$ cat src/rtl/pc_sequencer_if.sv
// -----------------------------------------------------------------------------
// pc_sequencer_if
//
// Purpose: program-fetch channel between the instruction source and the
// McCoy pc_sequencer.
//
// Handshake: a word moves on a rising edge where inst_valid and inst_ready
// are both high. The source holds inst_valid and inst_data steady until that
// edge. The sequencer raises inst_ready only in FETCH, and inst_ready never
// depends combinationally on inst_valid.
//
// Signals:
//   inst_valid  source -> sequencer  inst_data holds a word
//   inst_data   source -> sequencer  instruction word (INST_W bits)
//   inst_ready  sequencer -> source  sequencer takes the word this cycle
//
// Modports:
//   master  instruction source (program memory / testbench driver)
//   slave   pc_sequencer
// -----------------------------------------------------------------------------
interface pc_sequencer_if #(
  parameter int INST_W = 8
);
  logic              inst_valid;
  logic [INST_W-1:0] inst_data;
  logic              inst_ready;

  modport master (
    output inst_valid,
    output inst_data,
    input  inst_ready
  );

  modport slave (
    input  inst_valid,
    input  inst_data,
    output inst_ready
  );
endinterface : pc_sequencer_if

$ cat src/rtl/pc_sequencer.sv
// -----------------------------------------------------------------------------
// pc_sequencer
//
// Purpose: multi-cycle control sequencer for the McCoy core. It holds the
// program counter and the instruction register. It fetches instructions over
// the prog channel and resolves jump-always / branch-if-x8-zero. It also
// issues the register write-back strobe. The schedule is
// IDLE -> FETCH -> EXEC -> WB, with run, single-step and halt control.
//
// Parameters:
//   PC_W    width of pc, x8 and the branch target
//   INST_W  instruction width
//
// Ports:
//   clk      system clock, rising edge
//   reset    synchronous active-high, overrides every other input
//   run      level, continuous execution while high
//   step     pulse, runs one instruction from IDLE when run is low
//   prog     fetch channel (slave modport): inst_valid/inst_data in,
//            inst_ready out
//   ja       decoder: unconditional jump, sampled in EXEC
//   bez      decoder: branch when x8 == 0, sampled in EXEC
//   halt     decoder: halt instruction, sampled in EXEC
//   x8       register x8 value for the bez test
//   alu_out  branch/jump target
//   pc       current instruction address
//   ir       instruction register
//   reg_we   register-file write enable, one cycle per completed non-halt
//            instruction
//   halted   high while in IDLE
//   state    FSM state for debug: IDLE=0, FETCH=1, EXEC=2, WB=3
//
// All outputs are Moore outputs taken from registered state. No input has a
// combinational path to any output.
// -----------------------------------------------------------------------------
module pc_sequencer #(
  parameter int PC_W   = 6,
  parameter int INST_W = 8
) (
  input  logic              clk,
  input  logic              reset,
  input  logic              run,
  input  logic              step,
  pc_sequencer_if.slave     prog,
  input  logic              ja,
  input  logic              bez,
  input  logic              halt,
  input  logic [PC_W-1:0]   x8,
  input  logic [PC_W-1:0]   alu_out,
  output logic [PC_W-1:0]   pc,
  output logic [INST_W-1:0] ir,
  output logic              reg_we,
  output logic              halted,
  output logic [1:0]        state
);

  typedef enum logic [1:0] {
    S_IDLE  = 2'd0,
    S_FETCH = 2'd1,
    S_EXEC  = 2'd2,
    S_WB    = 2'd3
  } state_t;

  // ---------------------------------------------------------------------------
  // Registers
  // ---------------------------------------------------------------------------
  state_t              r_state;
  logic   [PC_W-1:0]   r_pc;
  logic   [INST_W-1:0] r_ir;
  logic   [PC_W-1:0]   r_next_pc;
  // Set by a halt instruction. While set, a high run level cannot restart
  // execution. run must drop for a cycle in IDLE before fetching resumes.
  logic                r_halt_flag;
  // Set when the current instruction was started by step. WB then returns to
  // IDLE even if run went high during the instruction.
  logic                r_step_mode;

  // ---------------------------------------------------------------------------
  // Next-state values
  // ---------------------------------------------------------------------------
  state_t              w_state_nxt;
  logic   [PC_W-1:0]   w_pc_nxt;
  logic   [INST_W-1:0] w_ir_nxt;
  logic   [PC_W-1:0]   w_next_pc_nxt;
  logic                w_halt_flag_nxt;
  logic                w_step_mode_nxt;

  logic                w_taken;
  logic   [PC_W-1:0]   w_pc_inc;
  logic                w_accept;

  // ja wins over bez. When ja is set, x8 does not matter.
  assign w_taken  = ja | (bez & (x8 == '0));
  // This wraps at 2^PC_W, so the address after the top address is 0.
  assign w_pc_inc = r_pc + PC_W'(1);
  // A transfer happens only in FETCH with a valid word. Reset takes priority
  // in the register block, so no word is captured in a reset cycle.
  assign w_accept = (r_state == S_FETCH) && prog.inst_valid;

  // ---------------------------------------------------------------------------
  // FSM next-state and datapath-register update logic
  // ---------------------------------------------------------------------------
  always_comb begin
    w_state_nxt     = r_state;
    w_pc_nxt        = r_pc;
    w_ir_nxt        = r_ir;
    w_next_pc_nxt   = r_next_pc;
    w_halt_flag_nxt = r_halt_flag;
    w_step_mode_nxt = r_step_mode;

    unique case (r_state)
      S_IDLE: begin
        // A low run level in IDLE re-arms run after a halt.
        if (!run) begin
          w_halt_flag_nxt = 1'b0;
        end
        if (!r_halt_flag && run) begin
          w_state_nxt     = S_FETCH;
          w_step_mode_nxt = 1'b0;
        end else if (!run && step) begin
          w_state_nxt     = S_FETCH;
          w_step_mode_nxt = 1'b1;
        end
      end

      S_FETCH: begin
        // Wait here as long as needed. pc and ir hold while stalled.
        if (w_accept) begin
          w_ir_nxt    = prog.inst_data;
          w_state_nxt = S_EXEC;
        end
      end

      S_EXEC: begin
        if (halt) begin
          // A halt skips write-back and leaves pc on the halt instruction.
          w_halt_flag_nxt = 1'b1;
          w_state_nxt     = S_IDLE;
        end else begin
          w_next_pc_nxt = w_taken ? alu_out : w_pc_inc;
          w_state_nxt   = S_WB;
        end
      end

      S_WB: begin
        w_pc_nxt = r_next_pc;
        // A run drop during the instruction takes effect here, once the
        // instruction has finished.
        if (run && !r_step_mode) begin
          w_state_nxt = S_FETCH;
        end else begin
          w_state_nxt = S_IDLE;
        end
      end

      default: begin
        w_state_nxt = S_IDLE;
      end
    endcase
  end

  // ---------------------------------------------------------------------------
  // State registers
  // ---------------------------------------------------------------------------
  always_ff @(posedge clk) begin
    if (reset) begin
      r_state     <= S_IDLE;
      r_pc        <= '0;
      r_ir        <= '0;
      r_next_pc   <= '0;
      r_halt_flag <= 1'b0;
      r_step_mode <= 1'b0;
    end else begin
      r_state     <= w_state_nxt;
      r_pc        <= w_pc_nxt;
      r_ir        <= w_ir_nxt;
      r_next_pc   <= w_next_pc_nxt;
      r_halt_flag <= w_halt_flag_nxt;
      r_step_mode <= w_step_mode_nxt;
    end
  end

  // ---------------------------------------------------------------------------
  // Moore outputs
  // ---------------------------------------------------------------------------
  assign prog.inst_ready = (r_state == S_FETCH);
  assign reg_we          = (r_state == S_WB);
  assign halted          = (r_state == S_IDLE);
  assign state           = r_state;
  assign pc              = r_pc;
  assign ir              = r_ir;

endmodule : pc_sequencer

$ cat src/flat_wrapper.sv
// flat-port wrapper written by rule: the top's interface ports become plain ports
module pc_sequencer_flat 
#(
  parameter int PC_W   = 6,
  parameter int INST_W = 8
)
  (clk, reset, run, step, ja, bez, halt, x8, alu_out, pc, ir, reg_we, halted, state, prog_inst_valid, prog_inst_data, prog_inst_ready);
  pc_sequencer_if #(.INST_W(INST_W)) prog_i ();
  input  logic clk;
  input  logic reset;
  input  logic run;
  input  logic step;
  input  logic ja;
  input  logic bez;
  input  logic halt;
  input  logic [PC_W-1:0] x8;
  input  logic [PC_W-1:0] alu_out;
  output logic [PC_W-1:0] pc;
  output logic [INST_W-1:0] ir;
  output logic reg_we;
  output logic halted;
  output logic [1:0] state;
  input wire logic [$bits(prog_i.inst_valid)-1:0] prog_inst_valid;
  input wire logic [$bits(prog_i.inst_data)-1:0] prog_inst_data;
  output wire logic [$bits(prog_i.inst_ready)-1:0] prog_inst_ready;
  assign prog_i.inst_valid = prog_inst_valid;
  assign prog_i.inst_data = prog_inst_data;
  assign prog_inst_ready = prog_i.inst_ready;
  pc_sequencer #(.PC_W(PC_W), .INST_W(INST_W)) u_core (.clk(clk), .reset(reset), .run(run), .step(step), .prog(prog_i), .ja(ja), .bez(bez), .halt(halt), .x8(x8), .alu_out(alu_out), .pc(pc), .ir(ir), .reg_we(reg_we), .halted(halted), .state(state));
endmodule
$ cat config.mk
export PLATFORM = sky130hd
export DESIGN_NAME = pc_sequencer_flat
export DESIGN_NICKNAME = d
export VERILOG_FILES = /design/src/rtl/pc_sequencer_if.sv /design/src/rtl/pc_sequencer.sv /design/src/flat_wrapper.sv
export SDC_FILE = /design/constraint.sdc
export NUM_CORES = 1
export LEC_CHECK = 0
export CAP_MARGIN = 20
export CORE_UTILIZATION = 58
export CTS_CLUSTER_SIZE = 25
export DETAILED_ROUTE_END_ITERATION = 12
export DONT_BUFFER_PORTS = 1
export PLACE_DENSITY = 0.85
export SYNTH_ARGS = -nofsm -noshare
export SYNTH_HDL_FRONTEND = slang
export SYNTH_SLANG_ARGS = --single-unit
$ cat constraint.sdc
create_clock -name clk -period 2.25 [get_ports clk]
set_clock_uncertainty 0.05 [all_clocks]
set_input_delay 0.45 -clock clk [delete_from_list [all_inputs] [get_ports clk]]
set_output_delay 0.45 -clock clk [all_outputs]
set_load 0.01 [all_outputs]
* Word level (Yosys, flattened, before mapping)
Cells that the tools add are included.
** Cells by class
- $add $sub $neg :: 1
- Equality and inequality tests :: 7
- Mux-type cells :: 12
- Bitwise logic cells :: 3
- Reduce and logical (&&, ||, !) cells :: 16
** Operators with widths (number)
- 2-bit 2-to-1 mux :: 4
- 2-bit case mux with 4 select lines :: 1
- 2-bit AND reduction :: 4
- 6-bit by 1-bit adder with 6-bit output, second input constant :: 1
- 6-bit logical NOT :: 1
- 6-bit 2-to-1 mux :: 1
- 1-bit 2-to-1 mux :: 5
- 2-bit equality test, second input constant :: 2
- 1-bit logical AND :: 4
- 2-bit != test, second input constant :: 2
- 2-bit nonzero test :: 2
- 1-bit logical NOT :: 3
- 3-bit by 1-bit != test with 1-bit output, second input constant :: 1
- 3-bit AND reduction :: 1
- 2-bit by 1-bit equality test with 1-bit output, second input constant :: 1
- 2-bit logical NOT :: 1
- 2-bit by 1-bit != test with 1-bit output, second input constant :: 1
- 1-bit case mux with 2 select lines :: 1
- 1-bit AND :: 1
- 1-bit inverter :: 1
- 1-bit OR :: 1
** Word-level totals
- Bits in registers :: 24
- Bits of input ports :: 28
- Output and inout bits :: 19
- Logic and storage cells :: 45

* Depth between registers and ports, before layout
- Depth after elaboration :: 5
- Mapped depth :: 6
- Mapped depth without buffers :: 5

* Worst setup path before layout
No wires, ideal clock.
- Kind :: register to register
- Start :: register u_core.r_state[1] (netlist: u_core.state[1])
- End :: register u_core.r_next_pc[3]
- Library setup time :: 0.095 ns
- Arrival time :: 1.543 ns
- Data required time :: 2.105 ns
- Path slack :: 0.562 ns
- Cell stages (with the launch flop) :: 6
- Path buffers :: 2
- Period minus slack after synthesis :: 1.688 ns
- Cells stage by stage :: dfxtp_1 buf_4 or3b_1 buf_2 or4b_1 o311ai_1
** Between the ends
- Word-level cells in the longest chain between the ends :: 2
** RTL lines
- from (decl) :: line pc_sequencer.sv:67 : state_t r_state;
- from (signal assigned) :: line pc_sequencer.sv:174 : r_state <= w_state_nxt;
- 2-bit equality test :: line pc_sequencer.sv:111 : unique case (r_state)
- 2-bit AND reduction (no source line)
- to (signal assigned) :: line pc_sequencer.sv:177 : r_next_pc <= w_next_pc_nxt;
- to (decl) :: line pc_sequencer.sv:70 : logic [PC_W-1:0] r_next_pc;
Every way passes these cells.
A chain may end at the register's enable or synchronous reset.

* Worst setup path after layout
- Start :: register u_core.r_state[0] (netlist: u_core.state[0])
- End :: output port reg_we
** Between the ends
- Word-level cells in the longest chain between the ends :: 1
** RTL lines
- 2-bit equality test :: line pc_sequencer.sv:187 : assign reg_we = (r_state == S_WB);
- to (decl) :: line flat_wrapper.sv:20 : output logic reg_we;
Every way passes these cells.

==> results.sh <==
export IMPL_cp_arrival_ns=1.55
export IMPL_drt_met1_wl_um=998
export IMPL_postCtsSetupBuffers=0
export IMPL_yosysWarnings=0
export IMPL_nets=159
export IMPL_post_place_cells=150
export IMPL_wl_met2_um=1060
export IMPL_grt_pass1_wl_um=3390
export IMPL_synth_flop_cell="dfxtp_1"
export IMPL_dr_pass1_iters=4
export IMPL_holdCritPathClass="primary input to flip-flop"
export IMPL_track_usage_pct=23.1
export IMPL_finalHoldViolCount=0
export IMPL_worstSetupPathType="flip-flop to primary output"
export IMPL_dp_hpwl_um=1530
export IMPL_final_common_cell="nand2_1"
export IMPL_final_cell_mix="nand2_1, dfxtp_1, a21oi_1, nand3_1, nor2_1"
export IMPL_routabilityCongestion=0.852
export IMPL_cts_root_buffer="clkbuf_4"
export IMPL_pin_count=47
export IMPL_clock_latency_ns=0.31
export IMPL_endpoint_kind="primary output"
export IMPL_synth_cell_types=32
export IMPL_fp_dieW_um=45.3
export IMPL_clk_pin_slew_ns=0.13
export IMPL_die_y_um=45.3
export IMPL_antenna_found_initial=0
export IMPL_diodes=0
export IMPL_via_per_inst=5.93
export IMPL_ctsHoldBuffers=0
export IMPL_grt_pass1_vias=819
export IMPL_reg2regPathDepth=3
export IMPL_wl_per_cell_um=14.5
export IMPL_synth_top_family_by_area="simple AND/OR/NAND/NOR gates"
export IMPL_yosysTopAreaCell="dfxtp_1"
export IMPL_synth_area_um2=1090
export IMPL_period_share_pct=91.2
export IMPL_post_route_min_period_ns=2.05
export IMPL_ys_seq_area_share_pct=44.1
export IMPL_fillCellCount=165
export IMPL_synth_seq_cells=24
export IMPL_cts_resized_gates=0
export IMPL_fmax_ghz=0.488
export IMPL_final_layout_size_suffix_gt1_share_pct=4.65
export IMPL_dieArea_um2=2050
export IMPL_worstMarginPinSlew_ns=0.502
export IMPL_synth_edf_count=0
export IMPL_cts_tree="yes"
export IMPL_whs_path_depth=1
export IMPL_initial_core_util_pct=62.4
export IMPL_avgSynthCellArea_um2=8.18
export IMPL_p_leak_nw=0.384
export IMPL_maxCapViolCount=0
export IMPL_synth_xor_xnor_area_share_pct=3.22
export IMPL_netlist_top_cells_area="dfxtp_1, nand2_1, a21oi_1"
export IMPL_netlist_area_leader_share_pct=44.1
export IMPL_cts_sinks=24
export IMPL_synthArstFlopShare_pct=0
export IMPL_cp_start_kind="flip-flop"
export IMPL_wl_met3_um=163
export IMPL_htree_levels=1
export IMPL_areaGrowthSynthToFinish_pct=4.48
export IMPL_final_setup_tns_ns=0
export IMPL_yosys_area_share_simple_pct=26.7
export IMPL_drcViolationCount=0
export IMPL_cts_path_max_buffers=2
export IMPL_rsz0062_at_grt="false"
export IMPL_drt_total_wl_um=2240
export IMPL_rows=15
export IMPL_slew_headroom_pct=66.4
export IMPL_required_ns=1.75
export IMPL_cts_inserted_buffers=3
export IMPL_grt_max_degree=31
export IMPL_vias=913
export IMPL_fin_cells=154
export IMPL_synthAdderAreaFrac_pct=1.15
export IMPL_synth_mux_area_share_pct=1.84
export IMPL_ant_nets=0
export IMPL_io_buffers=0
export IMPL_synth_nets=162
export IMPL_syn_inst=133
export IMPL_p_per_area_nw_per_um2=724
export IMPL_top_layer="met4"
export IMPL_drt_iter0_markers=15
export IMPL_grt_overflow_total=0
export IMPL_synth_compound_area_share_pct=18.0
export IMPL_setup_viol=0
export IMPL_crit_fanout=13
export IMPL_max_vdd_ir_drop_mv=0.460
export IMPL_slew_violations=0
export IMPL_core_um2=1750
export IMPL_status="completed"
-- final timing paths --
check	from	endpoint	slack, ns
max	u_core.state[0]	reg_we	0.20
min	reset	u_core.pc[4]	0.14
max reg2reg	u_core.state[1]	u_core.r_next_pc[4]	0.44
min reg2reg	u_core.r_next_pc[5]	u_core.pc[5]	0.40
-- metrics by stage --
step / hold WS, ns / cell area [µm²] / setup slack (ns) / util [%] / power (mW)
6_report: 0.136 / 1140 / 0.199 / 65.2 / 0.824
3_5_place_dp: 0.383 / 1080 / 0.452 / 62.2 / 0.528
2_1_floorplan: 0.377 / 1090 / 0.562 / - / 0.528
4_1_cts: 0.117 / 1140 / 0.188 / 65.2 / 0.836
5_1_grt: 0.104 / 1140 / 0.0673 / 65.2 / 0.859
3_3_place_gp: 0.380 / 1080 / 0.526 / 62.2 / 0.526
-- report_power, final --
group | total [mW] | leakage [nW] | internal, mW | switching, mW
clock | 0.304 | 0.0279 | 0.180 | 0.124
sequential | 0.461 | 0.195 | 0.439 | 0.0221
combinational | 0.0587 | 0.162 | 0.0239 | 0.0348
total | 0.824 | 0.384 | 0.643 | 0.180
-- cell type report --
type / instances / area [µm²] / share of cell area, %
multi-input cells: 96 / 554 / 48.7
flip-flops and latches: 24 / 480 / 42.2
well taps: 25 / 31.3 / 2.75
clock inverters: 1 / 30.0 / 2.64
clock buffers: 3 / 22.5 / 1.98
inverters: 5 / 18.8 / 1.65
-- cells in the mapped netlist, drive strengths merged (2+ instances only) --
| cell type | instances |
|---|---|
| nor2 | 6 |
| a211o | 2 |
| clkbuf | 6 |
| buf | 2 |
| nor3 | 2 |
| a211oi | 2 |
| or4b | 2 |
| dfxtp | 24 |
| nand2 | 25 |
| mux2i | 2 |
| nor3b | 3 |
| nor4b | 3 |
| o21ai | 2 |
| xnor2 | 3 |
| inv | 5 |
| a21oi | 19 |
| o311ai | 2 |
| nand3 | 12 |
-- critical path: stages (launching register included) --
cell	delay (ns)
dfxtp_1	0.63
nand2_1	0.30
inv_1	0.31
-- cell families after synthesis --
kind of cell / count (synthesis)
simple gates: 57
compound gates: 32
flops: 24
buf+inv: 13
xor+xnor: 4
mux: 2
fa+ha+maj: 1
-- sequential cells by signal, summed over array words and instances (netlist names) --
signal	count
u_core.pc	6
u_core.ir	8
u_core.r_step_mode	1
u_core.r_next_pc	6
u_core.state	2
u_core.r_halt_flag	1
-- layer usage --
metal / GRT usage [%] / up-vias
met5: 0 / -
met4: 9.09 / 0
met3: 7.60 / 2
met2: 39.4 / 37
met1: 26.6 / 418
li1: - / 456
(Power assumes the default switching activity.)
